==> src/rtl/vga_sync.sv <==
// VGA timing generator: free-running pixel/line counters with combinational sync and active-video decodes.
// Latency: decodes align with x_px/y_px in the same cycle; no backpressure, the counters never stall.
module vga_sync #(
    parameter int H_ACTIVE = 640,
    parameter int H_FRONT  = 24,
    parameter int H_SYNC   = 40,
    parameter int H_BACK   = 128,
    parameter int V_ACTIVE = 480,
    parameter int V_FRONT  = 9,
    parameter int V_SYNC   = 3,
    parameter int V_BACK   = 28,
    parameter bit H_POL    = 1'b0,
    parameter bit V_POL    = 1'b0
) (
    input  logic       px_clk,
    input  logic       reset,
    output logic       hsync,
    output logic       vsync,
    output logic [9:0] x_px,
    output logic [9:0] y_px,
    output logic       activevideo
);

    localparam logic [9:0] H_LAST     = 10'(H_ACTIVE + H_FRONT + H_SYNC + H_BACK - 1);
    localparam logic [9:0] V_LAST     = 10'(V_ACTIVE + V_FRONT + V_SYNC + V_BACK - 1);
    localparam logic [9:0] H_ACT_END  = 10'(H_ACTIVE);
    localparam logic [9:0] V_ACT_END  = 10'(V_ACTIVE);
    localparam logic [9:0] HS_FIRST   = 10'(H_ACTIVE + H_FRONT);
    localparam logic [9:0] HS_LAST    = 10'(H_ACTIVE + H_FRONT + H_SYNC - 1);
    localparam logic [9:0] VS_FIRST   = 10'(V_ACTIVE + V_FRONT);
    localparam logic [9:0] VS_LAST    = 10'(V_ACTIVE + V_FRONT + V_SYNC - 1);

    logic [9:0] r_x;
    logic [9:0] r_y;
    logic       w_x_wrap;
    logic       w_y_wrap;
    logic       w_hs_on;
    logic       w_vs_on;

    assign w_x_wrap = (r_x == H_LAST);
    assign w_y_wrap = (r_y == V_LAST);

    // The line counter only moves on the pixel-counter wrap, so vsync changes at x=0.
    always_ff @(posedge px_clk) begin
        if (reset) begin
            r_x <= '0;
            r_y <= '0;
        end else if (w_x_wrap) begin
            r_x <= '0;
            r_y <= w_y_wrap ? '0 : r_y + 10'd1;
        end else begin
            r_x <= r_x + 10'd1;
        end
    end

    assign w_hs_on = (r_x >= HS_FIRST) && (r_x <= HS_LAST);
    assign w_vs_on = (r_y >= VS_FIRST) && (r_y <= VS_LAST);

    assign hsync       = w_hs_on ? H_POL : ~H_POL;
    assign vsync       = w_vs_on ? V_POL : ~V_POL;
    assign activevideo = (r_x < H_ACT_END) && (r_y < V_ACT_END);
    assign x_px        = r_x;
    assign y_px        = r_y;

endmodule

==> config.mk <==
export PLATFORM = sky130hd
export DESIGN_NAME = vga_sync
export DESIGN_NICKNAME = d
export VERILOG_FILES = /design/src/rtl/vga_sync.sv
export SDC_FILE = /design/constraint.sdc
export NUM_CORES = 1
export LEC_CHECK = 0
export ABC_AREA = 1
export CAP_MARGIN = 25
export CELL_PAD_IN_SITES_DETAIL_PLACEMENT = 0
export CELL_PAD_IN_SITES_GLOBAL_PLACEMENT = 1
export CORE_MARGIN = 1.5
export CORE_UTILIZATION = 35
export CTS_BUF_LIST = sky130_fd_sc_hd__clkbuf_16
export DETAILED_ROUTE_END_ITERATION = 6
export MAX_ROUTING_LAYER = met4
export PLACE_DENSITY = 0.76
export SYNTH_ARGS = -nofsm -noshare
export SYNTH_HDL_FRONTEND = slang
export SYNTH_SLANG_ARGS = --single-unit
==> constraint.sdc <==
create_clock -name px_clk -period 1.6 [get_ports px_clk]
set_clock_uncertainty 0.05 [all_clocks]
set_input_delay 0.16 -clock px_clk [delete_from_list [all_inputs] [get_ports px_clk]]
set_output_delay 0.16 -clock px_clk [all_outputs]
set_load 0.01 [all_outputs]
After elaboration in Yosys (flattened, before gate mapping):

Index checks and enable logic that the tools add are counted.

* register bits after elaboration: 20
* output and inout port bits: 23
* logic and storage cells: 19

* reduce and logical (&&, ||, !) cells: 4
* order comparisons: 6
* $add $sub $neg: 2
* muxes and demuxes: 3
* eq/ne operators: 2

Operator list (number)
* adder 10 x 1 -> 10 bit, second input constant: 2
* equality test 10 bit, second input constant: 2
* greater-or-equal comparator 10 bit, second input constant: 1
* greater-or-equal comparator 10 x 9 -> 1 bit, second input constant: 1
* <= comparator 10 bit, second input constant: 1
* <= comparator 10 x 9 -> 1 bit, second input constant: 1
* less-than comparator 10 bit, second input constant: 1
* less-than comparator 10 x 9 -> 1 bit, second input constant: 1
* two-way mux 10 bit: 1
* logical AND 1 bit: 3
* two-way mux 1 bit: 2
* OR reduction 2 bit: 1

Logic depth before layout (Yosys ltp):

Gate-level depths: netlist (run 1).

* depth after elaboration: 3
* depth in mapped cells: 8

Worst setup path before layout (run 1):

OpenSTA, ideal clock, no wires.

* path type: reg2reg
* from: reg r_x[0] (netlist: x_px[0])
* to: reg r_x[5] (netlist: x_px[5])
* period minus slack after synthesis: 1.478 ns
* path buffers: 1
* setup time: 0.122 ns
* slack: 0.122 ns
* stages on the path, launching flop included: 8
* arrival: 1.306 ns
* data required time: 1.428 ns
* path through: dfxtp_1 > ha_1 > nand2_1 > nor2_2 > nand4_4 > nand2_2 > buf_4 > nor3_1

* word-level cells in the longest chain between the ends: 2
* elaborated cells on any way between the ends: 3
* classes of those cells: add/sub: 1; eq/ne: 1; reduce/logical: 1

Ends and longest elaborated chain
* start: declaration: line 33 `logic [9:0] r_x;`
* start signal: assignment: line 52 `r_x <= r_x + 10'd1;`
* branches (longest 2 deep; another with adder 10 x 1 -> 10 bit)

Parallel ways; which one is timed is not known.
A chain may end at the register's enable or synchronous reset.

Worst setup path in the final report (run 1):

* from: reg r_y[4] (netlist: y_px[4])
* to: out y_px[4]

RTL lines
* start: declaration: line 34 `logic [9:0] r_y;`
* start signal: assignment: line 50 `r_y <= w_y_wrap ? '0 : r_y + 10'd1;`
* end: declaration: line 20 `output logic [9:0] y_px,`

No word-level cell between the ends.

==> metrics.csv, run 1 <==
metric;value;unit
status;completed;
drt-pass1-iter-count;4;
gp_congestion;0.832;
crit_path_max_fanout;4;
h-tree-depth;1;
r2r_end;y_px[0];
slew_viol_final;0;
reg2reg_from;x_px[0];
wl_per_cell;11.4;um
die_w;60.7;um
cts_buffers;3;
cts_buffer_depth;2;
area_growth;43.7;%
start_util;37.5;%
cts_tree;done;
worstPathRequired;1.39;ns
max_slew_margin;74.7;%
drt-met1-wl;1540;um
tns;0;ns
clock_sinks;20;
grtUsageTotal;18.2;%
holdPathEnd;y_px[1];
worstRegToRegCells;5;
grt_max_degree;12;
rrSetupSlack;0.11;ns
ys_types;28;
n_fill_cell;320;
wl;2920;um
drtIter0Drc;53;
postSynthNetCount;175;
drc;0;
grt_pass1_wl;4860;um
hold_violations;0;
ir_drop;0.297;mV
viasPerCell;4.59;
fin_crit_sh;95.6;%
dr_wl_met3;61;um
ys_ff_latch;20;
insertion_delay;0.25;ns
clock.fmax;654;MHz
syn_inst;168;
cp.arrival;1.32;ns
antenna_cells;0;
antenna_found_initial;0;
post_cts_buffers;0;
cap_violations;0;
hold_depth;2;
rows;20;
rsz0062_at_grt;false;
most-common-layout-cells;37 x nand2_1, 24 x inv_1, 21 x nor2_1, 21 x clkdlybuf4s50_1;
first_global_vias;1091;
highest_layer;met4;
syn_area;1160;sq um
power_density;650;nW/um^2
finalSetupViolCount;0;
grt-ovfl-total;0;
dp.cells;253;
hold_class;reg2reg;
start_kind;flip-flop;
hpwl;2280;um
p_leak;0.702;nW
worstSetupPathType;reg2out;
design.die.area;3680;sq um
root_buffer;clkbuf_16;
yosys_warnings;0;
routed-wl-met2;1280;um
cts.clk_slew.worst_paths;0.06;ns
core-area;3100;sq um
tightest_slew;0.378;ns
nets;221;
seq_area_frac_synth;34.4;%
layout-drive-gt1-share;17.8;%
final_cells;257;
min_period;1.53;ns
cts_hold_buffers;0;
hold_path.startpoint;y_px[1];
final_common_cell;nand2_1;
syn_area_per_cell;6.93;sq um
dr_total_vias;1179;
io_buffers;24;
crit_path_end_kind;output pin;
ios;25;
die_h;60.7;um
drtAntennaViolNets;0;
final cells by class:
cell class,instances,area [sq um],area share (%)
clock buffer,3,75.1,4.49
clock inverter,1,3.75,0.225
inverter,26,97.6,5.84
timing repair buffer,43,379,22.7
tap,44,55.1,3.29
sequential,20,402,24.0
multi-input combinational,120,659,39.4
power by group:
group / internal, mW / switching (mW)
combinational: 0.0296 / 0.0281
sequential: 0.504 / 0.00484
clock: 0.333 / 0.187
total: 0.867 / 0.220
worst max path at each step:
stage | startpoint | end | slack, ns | depth (start not counted)
after global routing | y_px[0] | vsync | 0.01 | 5
after CTS | y_px[5] | vsync | 0.03 | 4
after global placement | x_px[8] | activevideo | 0.03 | 4
after floorplan | x_px[0] | x_px[5] | 0.12 | 7
final | y_px[4] | y_px[4] | 0.07 | 2
after detailed placement | x_px[8] | activevideo | 0.05 | 4
metal layers:
metal / vias to the layer above / GRT usage, %
met1: 540 / 26.1
li1: 624 / -
met3: 2 / 1.92
met4: 0 / 8.39
met5: - / -
met2: 13 / 25.5
worst max-delay path, stage by stage, from the launching register on:
cell	delay, ns
dfxtp_1	0.39
buf_4	0.15
clkdlybuf4s50_1	0.53
cell families after synthesis:
group / synth area share [%]
compound gates: 6.77
xor+xnor: 3.76
fa+ha+maj: 5.38
buf+inv: 9.36
flops: 34.4
simple gates: 40.3
Yosys cell counts:
| cell type | n | area (sq um) |
|---|---|---|
| o21bai_1 | 1 | 7.51 |
| nor3_1 | 4 | 20.0 |
| and3_1 | 1 | 6.26 |
| buf_4 | 1 | 7.51 |
| nand2_2 | 2 | 12.5 |
| inv_1 | 24 | 90.1 |
| nor4_1 | 1 | 6.26 |
| o21ai_0 | 2 | 10.0 |
| or2_2 | 1 | 6.26 |
| nand4_1 | 3 | 18.8 |
| o21ai_1 | 1 | 5.00 |
| nand3_2 | 3 | 30.0 |
| nor3_4 | 1 | 16.3 |
| nand4_4 | 1 | 21.3 |
| inv_2 | 2 | 7.51 |
| xor2_1 | 5 | 43.8 |
| nor2_2 | 2 | 12.5 |
| nor3b_1 | 1 | 7.51 |
| dfxtp_1 | 20 | 400 |
| nor2_4 | 1 | 11.3 |
| o2111ai_1 | 1 | 8.76 |
| nand2_1 | 38 | 143 |
| a21oi_1 | 8 | 40.0 |
| nor2_1 | 22 | 82.6 |
| nand3_1 | 15 | 75.1 |
| o211ai_1 | 1 | 7.51 |
| buf_1 | 1 | 3.75 |
| ha_1 | 5 | 62.6 |
flip-flops by register name, summed over array words and instances, names as in the netlist:
name  count
x_px     10
y_px     10
metrics by stage:
stage / util (%) / worst slack (ns) / power [mW] / hold WS, ns / instance area [sq um]
after global placement: 51.2 / 0.0266 / 0.577 / 0.458 / 1590
after detailed placement: 51.2 / 0.0492 / 0.578 / 0.471 / 1590
after floorplan: - / 0.122 / 0.546 / 0.401 / 1160
final: 53.9 / 0.0710 / 1.09 / 0.469 / 1670
after global routing: 53.9 / 0.0123 / 1.13 / 0.501 / 1670
after CTS: 53.7 / 0.0266 / 1.10 / 0.479 / 1670
repair_timing:
item,4_1_cts,5_1_grt
cloned,0,0
endpoints found under the setup margin,3,2
resized for setup,3,3
endpoints found under the hold margin,0,0
pin swaps,0,0
(Power assumes the default switching activity.)
==> run 2, diff against run 1 <==
CORE_ASPECT_RATIO = 0.7   (was not set)
==> metrics.csv, run 2 (synthesis gave the netlist of run 1 again) <==
metric;value;unit
design.die.area;3680;sq um
crit_family;buffers and inverters;
hold_slack;0.479;ns
viasPerCell;4.71;
grt_pass1_wl;4910;um
drtAntennaViolNets;0;
cts_hold_buffers;0;
hold_class;reg2reg;
critPathMaxStageDelay;0.53;ns
final_common_cell;nand2_1;
worstPathCellList;buf_4 -> clkdlybuf4s50_1;
finalSetupViolCount;0;
rrSetupSlack;0.14;ns
drc;0;
min_period;1.52;ns
power;1.26;mW
grtUsageTotal;18.0;%
most-common-layout-cells;36 x nand2_1, 24 x inv_1, 21 x clkdlybuf4s50_1, 19 x nor2_1, 19 x dfxtp_1;
cts_tree;done;
die_w;71.9;um
place_area;1590;sq um
clock_sinks;20;
cts_buffers;3;
tns;0;ns
finalInstanceArea;1730;sq um
core-area;3170;sq um
worstPathRequired;1.39;ns
cap_violations;0;
n_fill_cell;293;
drtIter0Drc;45;
slew_viol_final;0;
start_util;36.7;%
dr_total_vias;1182;
dp_slack;0.0292;ns
power_density;727;nW/um^2
io_buffers;24;
ios;25;
first_global_vias;1089;
antenna_cells;0;
setup_slack;0.0780;ns
die_h;51.2;um
crit_path_max_fanout;4;
hold_violations;0;
fin_crit_sh;95.1;%
root_buffer;clkbuf_16;
tightest_slew;0.268;ns
ir_drop;0.611;mV
rsz0062_at_grt;false;
layout-drive-gt1-share;21.1;%
status;completed;
wl_per_cell;11.7;um
grt_max_degree;13;
cts.clk_slew.worst_paths;0.06;ns
worstSetupStartpoint;x_px[3];
hpwl;2270;um
insertion_delay;0.25;ns
cts_buffer_depth;2;
reg2reg_from;y_px[0];
drt-pass1-iter-count;4;
p_leak;0.729;nW
antenna_found_initial;0;
max_slew_margin;82.1;%
nets;221;
start_kind;flip-flop;
cp_slowest_cell;clkdlybuf4s50_1;
h-tree-depth;1;
grt-ovfl-total;0;
rows;17;
crit_path_end_kind;output pin;
cp.arrival;1.31;ns
clock.fmax;657;MHz
wl;2940;um
hold_path.startpoint;y_px[1];
area_growth;48.8;%
worstSetupPathType;reg2out;
crit_buf_inv;2;
gp_congestion;0.830;
==> run 2: cell types whose count changed in the layout (fill, tap and decap cells not counted), moves of 2 or more <==
cell | previous run | this run
buf_12 | 0 | 2
buf_4 | 19 | 17
dlygate4sd2_1 | 3 | 1
nor2_1 | 21 | 19
nor2_2 | 3 | 5
==> run 2: tightest hold or removal path, stage by stage (launching register included) <==
cell,delay [ns]
dfxtp_1,0.32
inv_1,0.10
o21ai_1,0.07
==> run 2: final timing paths <==
path | to | depth (start not counted)
setup / recovery | x_px[3] | 2
hold / removal | y_px[1] | 2
setup reg to reg | y_px[9] | 9
hold reg to reg | y_px[1] | 2
==> run 2: per-stage QoR <==
step / std cells / util, %
after floorplan: 168 / -
after global placement: 246 / 50.1
after detailed placement: 246 / 50.1
after CTS: 250 / 53.3
after global routing: 251 / 54.6
final: 251 / 54.6
==> run 2: cell type report <==
type	count	area [sq um]	share of cell area, %
clock buffers	3	75.1	4.34
repair buffers	43	402	23.2
inverters	26	97.6	5.64
multi-input cells	120	678	39.2
clock inverters	1	30.0	1.73
well taps	38	47.5	2.75
flip-flops and latches	20	402	23.2
==> run 2: timing repair <==
action,CTS,global route
gates resized for setup,4,10
endpoints found under the hold margin,0,0
setup buffers,0,1
endpoints found under the setup margin,3,9
pin swaps,0,1
==> run 2: per-layer routing <==
| layer | vias to the layer above | routed length, um | track usage [%] |
|---|---|---|---|
| li1 | 627 | - | - |
| met3 | 0 | 154 | 4.73 |
| met2 | 33 | 1250 | 26.4 |
| met5 | - | 0 | - |
| met4 | 0 | 0 | 5.03 |
| met1 | 522 | 1540 | 24.6 |
==> run 2: report_power, final <==
group	internal (mW)	switching, mW	leakage (nW)
Sequential	0.504	0.00479	0.162
Combinational	0.0314	0.0292	0.516
Clock	0.496	0.192	0.0511
Total	1.03	0.226	0.729
==> run 3, diff against run 2 <==
CTS_CLUSTER_SIZE = 30   (was not set)
==> results of run 3 <==
No change in the layout: final DEF, timing and power equal those of run 2.
